`src/rtl/tri_csa_acc.sv`:
```
// rtl/tri_csa_acc.sv - carry-save operand-pair accumulator with one-cycle resolve and held result
module tri_csa_acc #(
  parameter int WIDTH  = 32,
  parameter int CNT_W  = 8,
  parameter int STICKY = 0
) (
  input  logic             nclk,
  input  logic             rst_b,
  input  logic             in_val,
  input  logic [WIDTH-1:0] in_a,
  input  logic [WIDTH-1:0] in_b,
  output logic             in_rdy,
  input  logic             clr,
  input  logic             rd_req,
  output logic             out_val,
  output logic [WIDTH-1:0] out_sum,
  output logic [CNT_W-1:0] out_cnt,
  input  logic             out_ack
);

  typedef enum logic [1:0] {
    ST_IDLE = 2'd0,
    ST_ACC  = 2'd1,
    ST_RES  = 2'd2,
    ST_OUT  = 2'd3
  } state_t;

  state_t           r_state;
  state_t           w_next;
  logic [WIDTH-1:0] r_s;
  logic [WIDTH-1:0] r_c;
  logic [CNT_W-1:0] r_cnt;
  logic [WIDTH-1:0] r_sum;
  logic [CNT_W-1:0] r_ocnt;

  logic             w_accept;
  logic             w_clear;
  logic [WIDTH-1:0] w_s1;
  logic [WIDTH-1:0] w_m1;
  logic [WIDTH-1:0] w_c1;
  logic [WIDTH-1:0] w_s2;
  logic [WIDTH-1:0] w_m2;
  logic [WIDTH-1:0] w_c2;
  logic [CNT_W-1:0] w_cnt_inc;

  assign in_rdy   = (r_state == ST_IDLE) || (r_state == ST_ACC);
  assign out_val  = (r_state == ST_OUT);
  assign out_sum  = r_sum;
  assign out_cnt  = r_ocnt;
  assign w_accept = in_val & in_rdy;

  // 4:2 compression as two chained 3:2 rows; the left shift drops the MSB carry.
  assign w_s1 = r_s ^ r_c ^ in_a;
  assign w_m1 = (r_s & r_c) | (r_s & in_a) | (r_c & in_a);
  assign w_c1 = w_m1 << 1;
  assign w_s2 = w_s1 ^ w_c1 ^ in_b;
  assign w_m2 = (w_s1 & w_c1) | (w_s1 & in_b) | (w_c1 & in_b);
  assign w_c2 = w_m2 << 1;

  assign w_cnt_inc = (r_cnt == {CNT_W{1'b1}}) ? r_cnt : r_cnt + CNT_W'(1);

  always_comb begin
    w_next  = r_state;
    w_clear = 1'b0;
    if (clr) begin
      w_next  = ST_IDLE;
      w_clear = 1'b1;
    end else begin
      case (r_state)
        ST_IDLE: begin
          if (rd_req)        w_next = ST_RES;
          else if (w_accept) w_next = ST_ACC;
        end
        ST_ACC: begin
          if (rd_req) w_next = ST_RES;
        end
        ST_RES: w_next = ST_OUT;
        ST_OUT: begin
          if (out_ack) begin
            if (STICKY != 0) begin
              w_next = ST_ACC;
            end else begin
              w_next  = ST_IDLE;
              w_clear = 1'b1;
            end
          end
        end
        default: w_next = ST_IDLE;
      endcase
    end
  end

  always_ff @(posedge nclk) begin
    if (!rst_b) r_state <= ST_IDLE;
    else        r_state <= w_next;
  end

  always_ff @(posedge nclk) begin
    if (!rst_b) begin
      r_s    <= '0;
      r_c    <= '0;
      r_cnt  <= '0;
      r_sum  <= '0;
      r_ocnt <= '0;
    end else begin
      if (w_clear) begin
        r_s   <= '0;
        r_c   <= '0;
        r_cnt <= '0;
      end else if (w_accept) begin
        r_s   <= w_s2;
        r_c   <= w_c2;
        r_cnt <= w_cnt_inc;
      end
      // The only carry-propagate add, used once per read.
      if (!clr && (r_state == ST_RES)) begin
        r_sum  <= r_s + r_c;
        r_ocnt <= r_cnt;
      end
    end
  end

endmodule
```
`config.mk`:
```
export PLATFORM = sky130hd
export DESIGN_NAME = tri_csa_acc
export DESIGN_NICKNAME = d
export VERILOG_FILES = /design/src/rtl/tri_csa_acc.sv
export SDC_FILE = /design/constraint.sdc
export NUM_CORES = 1
export LEC_CHECK = 0
export CAP_MARGIN = 20
export CORE_AREA = 2 2 136 138
export DETAILED_ROUTE_END_ITERATION = 6
export DIE_AREA = 0 0 138 140
export PLACE_DENSITY = 0.65
export SKIP_CTS_REPAIR_TIMING = 1
export SLEW_MARGIN = 20
export SYNTH_ARGS = -nofsm -noshare
export SYNTH_HDL_FRONTEND = slang
export SYNTH_SLANG_ARGS = --single-unit
```
`constraint.sdc`:
```
create_clock -name nclk -period 2.5 [get_ports nclk]
set_input_delay 0.5 -clock nclk [delete_from_list [all_inputs] [get_ports nclk]]
set_output_delay 0.5 -clock nclk [all_outputs]
set_load 0.01 [all_outputs]
```
# Word-level counts from Yosys, hierarchy flattened
# Cells that the tools add are included.
# word_totals
regBits,113
# classes
n_addsub,2
n_eq_ne,7
muxes,8
bitwise_logic,17
n_reduce_logical,8
# ops
op,count
AND 31 bit,6
bitwise XOR 32 bit,4
OR 31 bit,4
adder 32 bit,1
adder 8 x 1 -> 8 bit (second input constant),1
equality test 8 bit (second input constant),1
2-to-1 mux 2 bit,4
one-hot mux 2 bit (4 select lines),1
equality test 2 bit (second input constant),2
OR reduction 2 bit,2
2-to-1 mux 1 bit,3
!= test 3 bit (second input constant),1
AND reduction 3 bit,1
equality test 2 x 1 -> 1 bit (second input constant),1
zero test 2 bit,1
!= test 2 x 1 -> 1 bit (second input constant),1
!= test 2 bit (second input constant),1
NOT 1 bit,2
AND reduction 2 bit,1
AND 1 bit,1
logical AND 1 bit,1
zero test 1 bit,1
logical OR 1 bit,1

# Depth between registers and ports, before layout
# Gate-level depths: netlist of run 1.
# depth
depth_word,6
depth_mapped,11
ltp_nobuf,11

# Worst setup path before layout of run 1
# OpenSTA, ideal clock, no wires.
# synth_timing
kind,reg2reg
start,reg r_s[1]
end,"reg r_sum[31], in the netlist out_sum[31]"
setup_time_ps,62
arrival_ps,2530
slack_ps,-92
path_stages_with_launch,12
path_buffers,0
cell_sequence,dfxtp_1 -> ha_1 -> inv_1 -> fa_1 -> nand2b_1 -> a21oi_2 -> o2111ai_2 -> o22ai_2 -> a31o_4 -> nand4_4 -> or4_1 -> nand3_1
# synth_via
elab_chain_len,1
# synth_rtl
element,line,text
start: declaration,30,logic [WIDTH-1:0] r_s;
start signal: assignment,111,r_s <= w_s2;
adder 32 bit,117,r_sum <= r_s + r_c;
end signal: assignment,117,
end: declaration,33,logic [WIDTH-1:0] r_sum;
# No other way between the ends.
# A chain may end at the register's enable or synchronous reset.

# Worst setup path after layout of run 1
# layout_timing
start,reg r_s[1]
end,"reg r_sum[27], in the netlist out_sum[27]"
# The elaborated chain is that of the path after synthesis.

==> key figures, run 1 <==
Global routing
  • Total global-route track usage: 18.0%
  • GRT overflow: 0
  • Initial antenna violation count: 0
  • Vias in the first global route: 5,860
  • Largest net degree at the start of global routing: 41
  • First-pass GRT wire length: between 20,000 and 30,000 µm

Yosys
  • Syn avg cell area: 8.81 µm²
  • EDFF count, synth: 0
  • Post-synthesis register bit count: 113
  • Synthesized Nets: 969
  • Top cell type's share of synthesized area: 32.1%
  • Distinct cells, synth: 51
  • Sequential share of the synthesized area: approximately a third
  • Synthesis Warnings: 0
  • Top FF cell, synth: dfxtp_1
  • Async SR Flop Fraction: 0%
  • Synth top area cells: dfxtp_1, fa_1, nand2_1, ha_1, a21oi_1
  • Largest area contributor in the netlist: dfxtp_1
  • Synth Cell Area: 0.00705 mm²
  • Post-Syn Instances: 801

Power
  • Internal Power: 3.73 mW
  • Leak: between 3 and 4 nW
  • PwrDens: 541 mW/mm²
  • Net Sw Power: 1.26 mW
  • Seq pwr share: 38.3%
  • Sw Ratio: 25.3%
  • Logic pwr share: between 10% and 20%
  • Clk pwr share: between 40% and 50%
  • Worst VDD drop: 0.507 mV

Worst setup path
  • Critical path peak fanout: 4
  • Worst endpoint data arrival time: 2890 ps
  • Worst setup SP type: register
  • Critical setup path kind: reg2reg
  • Worst Setup End Kind: register
  • Required @ worst endpoint: 2850 ps

Die
  • Die span in x: ~140 µm
  • Die Area: 0.0193 mm²
  • Starting Density: 39.7%
  • I/O pin count: 112
  • Core area: 0.0178 mm²
  • Die height: 140 µm
  • Rows: 49

Detailed routing
  • Highest Signal Layer: met4
  • Vias post-DR: 5,877
  • Met1 WL: 8030 µm
  • 1st-pass router iterations: 4
  • Met2 routed WL: approximately 7900 µm
  • Total routed wirelength: 16,900 µm
  • Initial DRC Count: approximately 300
  • Drt wl/cell: 14.5 µm
  • Routed wl met3: 716 µm
  • Via-to-Cell Ratio: slightly above 5
  • Drc violations: 0
  • Final ANT Viol Nets: 0

CTS
  • Worst-path clk slew: approximately 50 ps
  • # clock sinks: 113
  • Clock latency on the worst-skew pair: 410 ps
  • CTS Buffer Depth: 2
  • CTS tree: done
  • CTS buffer count: 17
  • CTS root buf: clkbuf_16
  • H-tree depth: 4

STA
  • Count of final hold-check violations: 0
  • Final period util: 102%
  • Setup TNS: -82.4 ps
  • Final Slew Violations: 0
  • Setup repair after global routing missed its margin: true
  • Slew Limit Headroom: between 70 and 80%
  • Setup WS post-layout: -41.4 ps
  • Post-layout min period: 2540 ps
  • Maximum clock frequency: around 400 MHz
  • Minimum hold slack: 463 ps
  • Worst Max-Slew Pin Slew: 433 ps
  • Final setup viols: 2
  • Clock Skew: 10.3 ps

Place
  • Dpl ws: -162 ps
  • Detailed placement HPWL: about 13,000 µm
  • I/O Buffers: 111
  • Global placement routability congestion: 0.847
  • Cell Area, Placed: around 0.0086 mm²

Cells and area
  • Fin area: 0.00923 mm²
  • Share of cells above drive strength 1: 9.79%
  • Diode count: 0
  • Filler Cells Inserted: 1,686
  • Area growth, synth to finish: 30.9%
  • Core Util, Final: 51.9%
  • Final #Nets: 1,096

Run status
  • Outcome: complete, but fails checks
  • Failing checks: negative setup slack

Run
  • Max_cap viols: 0

Worst hold path
  • Worst Hold Class: reg2reg
[cell usage in the layout (no fill, tap or decap), types with 2 or more instances in the layout]
cell type / count
or3_1: 4
ha_1: 36
nand2b_1: 8
inv_1: 14
a31o_2: 2
fa_1: 60
xnor2_1: 17
nor2_1: 28
o21bai_1: 5
nor2b_1: 2
clkbuf_1: 3
or4_1: 2
nor3_1: 2
a31oi_1: 2
buf_4: 38
o31ai_2: 2
a21o_1: 22
a21oi_1: 89
dfxtp_1: 109
clkbuf_16: 17
nand4_1: 9
dfxtp_2: 4
a21boi_0: 13
mux2i_1: 6
clkdlybuf4s50_1: 111
and4_1: 4
clkinv_2: 4
o211ai_1: 4
xor2_1: 14
nor3b_1: 4
nand2_1: 185
o21ai_0: 33
clkbuf_8: 6
a211oi_2: 2
and2_1: 17
a211oi_1: 7
and3_1: 5
nand3_1: 20
[critical path, stage by stage (launching register included)]
cell and delay, ps:
dfxtp_2 350, ha_4 140, inv_2 40, fa_2 360, nand2b_4 160, a21oi_4 150, o2111ai_4 180, o22ai_4 260
a31o_4 200, nand4_4 70, or4_1 510, nand3_1 70
[per-stage QoR]
step,total power [mW],std cells
after global routing,5.26,1169
after global placement,2.71,1137
after CTS,5.06,1168
after floorplan,2.41,801
final,5.00,1169
after detailed placement,2.72,1137
[state kept, by name, indices dropped and copies added, names as in the netlist]
register	cells
out_sum	32
out_cnt	8
r_state	2
r_c	31
r_s	32
r_cnt	8
[final cells by class]
type	count	area [µm²]	share of cell area, %
flip-flops and latches	113	2270	24.6
clock buffers	26	519	5.63
well taps	229	287	3.10
multi-input cells	632	4650	50.4
repair buffers	149	1400	15.1
clock inverters	5	50.0	0.542
inverters	15	56.3	0.610
[routing by layer]
| layer | GRT usage [%] | vias up |
|---|---|---|
| met5 | 0 | - |
| met4 | 5.05 | 0 |
| met3 | 4.10 | 17 |
| met2 | 28.3 | 118 |
| met1 | 25.0 | 2760 |
| li1 | - | 2982 |
[kinds of logic after synthesis]
family / after synthesis / share of synthesized area [%]
and+or+nand+nor: 299 / 19.1
AOI/OAI and AO/OA: 198 / 17.2
DFF: 113 / 32.1
adders and majority gates: 98 / 23.9
buffers and inverters: 56 / 3.07
xor gates and xnor gates: 31 / 3.85
muxes: 6 / 0.852
[final timing paths]
check        startpoint          end  slack (ps)  cells past startpoint
max reg2reg      r_s[1]  out_sum[27]         -40                     11
min reg2reg  out_cnt[6]   out_cnt[6]         460                      2
min          out_cnt[6]   out_cnt[6]         460                      2
max              r_s[1]  out_sum[27]         -40                     11
[power groups by stage]
stage | combinational [mW] | clock [mW] | sequential [mW]
2_1_floorplan | 0.472 | 0 | 1.94
3_3_place_gp | 0.764 | 0 | 1.95
3_5_place_dp | 0.775 | 0 | 1.95
4_1_cts | 0.784 | 2.37 | 1.91
5_1_grt | 0.893 | 2.45 | 1.92
6_report | 0.778 | 2.31 | 1.91
[Yosys cell counts (5+ instances only)]
library cell and n:
nand2b_1 10, a21boi_0 13, buf_2 5, mux2i_1 6, xnor2_1 17, and3_1 5
ha_1 37, nor2_1 28, a21oi_1 90, a21o_1 23, xor2_1 14, dfxtp_1 113
o21bai_1 5, o21ai_0 34, nand3_1 20, nand4_1 9, fa_1 61, nand2_1 186
clkbuf_1 34, a211oi_1 9, and2_1 18, inv_1 15
Power figures use the tool's default switching activity.
==> inputs of run 2 (changes only) <==
SLEW_MARGIN = 10   (was 20)
==> results of run 2 <==
Same layout as run 1: the final DEF is identical, and so are final timing and power.
==> variant 1 (flow settings as in run 2) <==
Set the parameter `CNT_W` to 6 (it was 8).
--- a/src/rtl/tri_csa_acc.sv
+++ b/src/rtl/tri_csa_acc.sv
@@ -2,5 +2,5 @@
 module tri_csa_acc #(
   parameter int WIDTH  = 32,
-  parameter int CNT_W  = 8,
+  parameter int CNT_W  = 6,
   parameter int STICKY = 0
 ) (
Ports: changed (resized out_cnt); port bits go from 112 to 110. The function was not compared with the original's and may differ.
==> variant 1 against run 2 <==
Synthesized area decreased by 0.30%; clock power decreased by 33%; setup slack got worse by 0.036 ns; synthesized cell count increased by 2.2%; the flow still finishes with violations (negative setup slack); wire length increased by 3.2%; largest power group is now registers; sequential cell count decreased by 4; final area decreased by 2.1%; total power decreased by 16%; maximum frequency decreased by 1.4%; critical path depth increased by 1.
==> variant 1: results (changes against run 2) <==
metric,value,unit,change
status,"complete, but fails checks",,
violations,negative setup slack,,
post_dp_hpwl,13310,µm,+3.0%
postSynthNetCount,987,,+1.9%
share_of_total_power_consumed_by_net_switching,29.05,%,+3.8 points
wirelength,17470,µm,+3.2%
power.leakage,0.003519,µW,-7.8%
clkLatencyLatePin,0.36,ns,-0.05 ns
synth.area.top_cells,"sky130_fd_sc_hd__dfxtp_1 31%, sky130_fd_sc_hd__fa_1 17%, sky130_fd_sc_hd__nand2_1 9.7%, sky130_fd_sc_hd__a21oi_1 7.0%, sky130_fd_sc_hd__ha_1 6.6%",,
grt_first_pass_wirelength,29680,µm,+2.9%
post_layout_nonfiller_instances,1177,,+0.68%
min-delay-start,out_sum[16],,
cts-buffers-inserted,9,,-8
post-route-worst-setup-slack,-0.07761,ns,-0.03618 ns
crit_path_max_incr_delay,0.40,ns,-0.11 ns
grt_start_max_net_pins,70,,+71%
cts.clk_slew.worst_paths,0.08,ns,+0.03 ns
syn_area_per_cell,8.586,µm²,-2.5%
grtUsageMet2,28.87,%,+0.52 points
port_buffers,109,,-1.8%
design.final.nets,1111,,+1.4%
ys_seq_area_share,31.03,%,-1.0 points
firstDrtPassIters,6,,+2
detail_route.iter0.violations,308,,+3.0%
p_per_area,462.9,nW/µm²,-15%
total_setup_violations_reported_at_the_end_of_the_flow,3,,+1
globalRouteMet1Util,26.91,%,+2.0 points
vias_in_the_first_global_route,5964,,+1.8%
num_vias,6032,,+2.6%
variant 1: cell count changes after synthesis, moves of 7 or more:
| cell | run 2 | this run |
|---|---|---|
| sky130_fd_sc_hd__nor3_1 | 2 | 15 |
| sky130_fd_sc_hd__clkbuf_1 | 34 | 45 |
| sky130_fd_sc_hd__a21o_1 | 23 | 13 |
| sky130_fd_sc_hd__a21oi_1 | 90 | 98 |
| sky130_fd_sc_hd__o211ai_1 | 4 | 12 |
| sky130_fd_sc_hd__xnor2_1 | 17 | 9 |
| sky130_fd_sc_hd__o21a_1 | 0 | 7 |
variant 1: metal layers:
layer | vias to the layer above | part of all wire [%]
met4 | 0 | 1.0
met1 | 2829 | 49
met5 | - | 0
met3 | 12 | 4.0
li1 | 3070 | -
met2 | 121 | 46
variant 1: logic make-up (layout without fill, tap and decap cells):
kind of cell	after synthesis	in the layout	synth area share, %
AO/OA/AOI/OAI	219	219	19.27
XOR/XNOR	17	17	2.118
adder cells (fa/ha/maj)	98	98	23.95
buffers and inverters	67	196	3.701
flip-flops	109	109	31.03
multiplexers	6	6	0.8541
AND/OR/NAND/NOR	303	303	19.08
variant 1: through the flow:
step / area, µm² / TNS, ns / utilization, % / worst slack (ns) / hold slack [ns]
after global routing: 9040 / -0.8146 / 50.84 / -0.1964 / 0.4904
after detailed placement: 8615 / -0.3113 / 48.45 / -0.1396 / 0.4522
after floorplan: 7033 / 0 / - / 0.006332 / 0.4533
after CTS: 8931 / -0.4856 / 50.23 / -0.1822 / 0.4698
final: 9040 / -0.1818 / 50.84 / -0.07761 / 0.4645
after global placement: 8615 / -0.1724 / 48.45 / -0.07857 / 0.4352
variant 1: area by class of cell:
cell class	instances	area (µm²)
Clock buffer	9	225.2
Clock inverter	7	91.34
Fill cell	1704	8740
Inverter	19	71.32
Multi-Input combinational cell	643	4683
Sequential cell	109	2185
Tap cell	229	286.5
Timing Repair Buffer	161	1498
variant 1: power groups by stage:
| stage | combinational (µW) | clock (µW) | sequential, µW |
|---|---|---|---|
| 3_5_place_dp | 789 | 0 | 1880 |
| 5_1_grt | 908 | 1650 | 1850 |
| 2_1_floorplan | 471 | 0 | 1880 |
| 4_1_cts | 796 | 1590 | 1840 |
| 3_3_place_gp | 776 | 0 | 1880 |
| 6_report | 789 | 1550 | 1840 |
variant 1: tightest hold or removal path, cell delays in order (launching register included):
cell	delay, ns
sky130_fd_sc_hd__dfxtp_1	0.33
sky130_fd_sc_hd__nand2_1	0.04
sky130_fd_sc_hd__o21ai_0	0.06
variant 1: final timing paths:
path | to | slack [ns] | cells after the start
hold reg to reg | out_sum[16] | 0.46 | 2
hold / removal | out_sum[16] | 0.46 | 2
setup / recovery | out_sum[31] | -0.08 | 12
setup reg to reg | out_sum[31] | -0.08 | 12
==> variant 2 (flow settings as in run 2) <==
Without the edit above. Register the output `out_cnt` once more; this adds one clock of latency there. The other outputs are not delayed to match.
--- a/src/rtl/tri_csa_acc.sv
+++ b/src/rtl/tri_csa_acc.sv
@@ -47,5 +47,7 @@
   assign out_val  = (r_state == ST_OUT);
   assign out_sum  = r_sum;
-  assign out_cnt  = r_ocnt;
+  always_ff @(posedge nclk) begin
+    out_cnt <= r_ocnt;
+  end
   assign w_accept = in_val & in_rdy;
 
Behaviour: not the same (Yosys sat finds a counterexample within 4 cycles, from zero or initial values and one cycle with rst_b low).
==> variant 2 against run 2 <==
The flow still finishes with violations (negative setup slack); final area up 2.5%; utilization up 1.3 points; sequential cell count up 8; synthesized area up 2.3%; global-route usage down 0.091 points; total power up 6.4%; setup slack better by 0.0063 ns; wire length down 0.76%; via count about the same.
==> variant 2: results (changes against run 2) <==
metric,value,unit,change
rr_startpoint,r_s[1],,
firstDrtPassIters,4,,unchanged
post_dp_hpwl,12580,µm,-2.6%
buffers_excl_clock,149,,unchanged
holdPathEnd,out_cnt[7],,
status,"complete, but fails checks",,
inv_count,15,,unchanged
crit_path_max_incr_delay,0.49,ns,-0.02 ns
p_per_area,561.7,nW/µm²,+3.8%
min-delay-start,r_ocnt[7],,
wire_per_inst,14.26,µm,-1.5%
clk_path_buf_depth,2,,unchanged
hold_depth,0,,-2
final.setup_skew,0.006773,ns,-0.003499 ns
ys_seq_area_share,33.58,%,+1.5 points
final-seq-area,2427,µm²,+7.1%
power.leakage,0.003898,µW,+2.1%
critical-path-top-delay-family,compound AO/OA/AOI/OAI gates,,
vdd_ir_max,0.4671,mV,-7.8%
fillCellCount,1637,,-2.9%
post_layout_nonfiller_instances,1178,,+0.77%
antenna_cells,0,,unchanged
synth.area.top_cells,"sky130_fd_sc_hd__dfxtp_1 34%, sky130_fd_sc_hd__fa_1 17%, sky130_fd_sc_hd__nand2_1 9.7%, sky130_fd_sc_hd__ha_1 6.4%, sky130_fd_sc_hd__a21oi_1 6.2%",,
synth-warning-count,0,,unchanged
clock_sink_count,121,,+7.1%
vias_in_the_first_global_route,5734,,-2.2%
clk_share,6.385,%,+0.22 points
synth_cell_types,51,,unchanged
layout_commonest_cell,sky130_fd_sc_hd__nand2_1,,
cts.clk_slew.worst_paths,0.06,ns,
globalplace.congestion,0.8107,,-4.3%
grt_util_all_layers,17.90,%,-0.091 points
cpMaxStageDelayCell,sky130_fd_sc_hd__or4_4,,
design.final.nets,1104,,+0.73%
syn_area_per_cell,8.916,µm²,+1.3%
multi_input_comb_area,4682,µm²,+0.59%
r2r_end,out_sum[31],,
grt_start_max_net_pins,63,,+54%
placed_area,8763,µm²,+2.0%
detail_route.iter0.violations,295,,-1.3%
syn_to_final_growth,31.22,%,
post-route-worst-setup-slack,-0.03512,ns,+0.006316 ns
cts_root_buffer,sky130_fd_sc_hd__clkbuf_16,,
bufAreaShareNonClock,14.88,%,-0.24 points
multi_input_cells,632,,unchanged
violations,negative setup slack,,
postSynthNetCount,977,,+0.83%
synthTopCellsByCount,"186 x sky130_fd_sc_hd__nand2_1, 121 x sky130_fd_sc_hd__dfxtp_1, 90 x sky130_fd_sc_hd__a21oi_1",,
num_vias,5881,,+0.068%
postSynth.topFlopCell,sky130_fd_sc_hd__dfxtp_1,,
post_route_cells_drive_above_1_share,10.75,%,+0.96 points
grt_first_pass_wirelength,28330,µm,-1.7%
grt_antenna_before_repair,0,,unchanged
worstMarginPinSlew,0.4503,ns,+0.01752 ns
total_setup_violations_reported_at_the_end_of_the_flow,1,,-1
-- variant 2: cell types whose count changed in the layout (fill, tap and decap cells not counted), sizes merged --
cell and change:
clkbuf -9, clkinv +4, clkinvlp +4, bufinv +2, dfxtp +8
-- variant 2: through the flow --
| stage | setup slack [ns] | total power, µW | utilization [%] | hold WS (ns) | setup TNS (ns) |
|---|---|---|---|---|---|
| final | -0.03512 | 5317 | 53.24 | 0.3497 | -0.03512 |
| after global routing | -0.1407 | 5564 | 53.24 | 0.3552 | -0.4802 |
| after CTS | -0.1473 | 5366 | 52.69 | 0.3502 | -0.3442 |
| after detailed placement | -0.1363 | 2864 | 49.29 | 0.3387 | -0.3018 |
| after global placement | -0.09346 | 2852 | 49.29 | 0.3347 | -0.09692 |
| after floorplan | 0.03554 | 2542 | - | 0.3306 | 0 |
-- variant 2: where the power goes --
part	total (µW)	switching, µW	internal [µW]
Clock	2490	927	1570
Combinational	788	418	370
Sequential	2040	52.8	1980
-- variant 2: cell families after synthesis --
logic type | share of synthesized area [%]
simple gates | 18.66
compound gates | 16.81
flops | 33.58
fa+ha+maj | 23.35
buf+inv | 3.001
xor+xnor | 3.764
mux | 0.8326
-- variant 2: worst max-delay path by stage --
stage | start | to | slack [ns]
after floorplan | r_s[1] | out_sum[31] | 0.04
after global placement | r_s[1] | out_sum[31] | -0.09
after detailed placement | r_s[1] | out_sum[31] | -0.14
after CTS | r_s[1] | out_sum[31] | -0.15
after global routing | r_c[1] | out_sum[31] | -0.14
final | r_s[1] | out_sum[31] | -0.04
-- variant 2: per-layer routing --
layer  global-route usage, %  vias to the layer above  share of wire, %
li1                        -                     3001                 -
met1                   24.72                     2751                49
met2                   28.22                      119                46
met3                   4.615                       10               3.5
met4                   4.458                        0               1.0
met5                       0                        -                 0
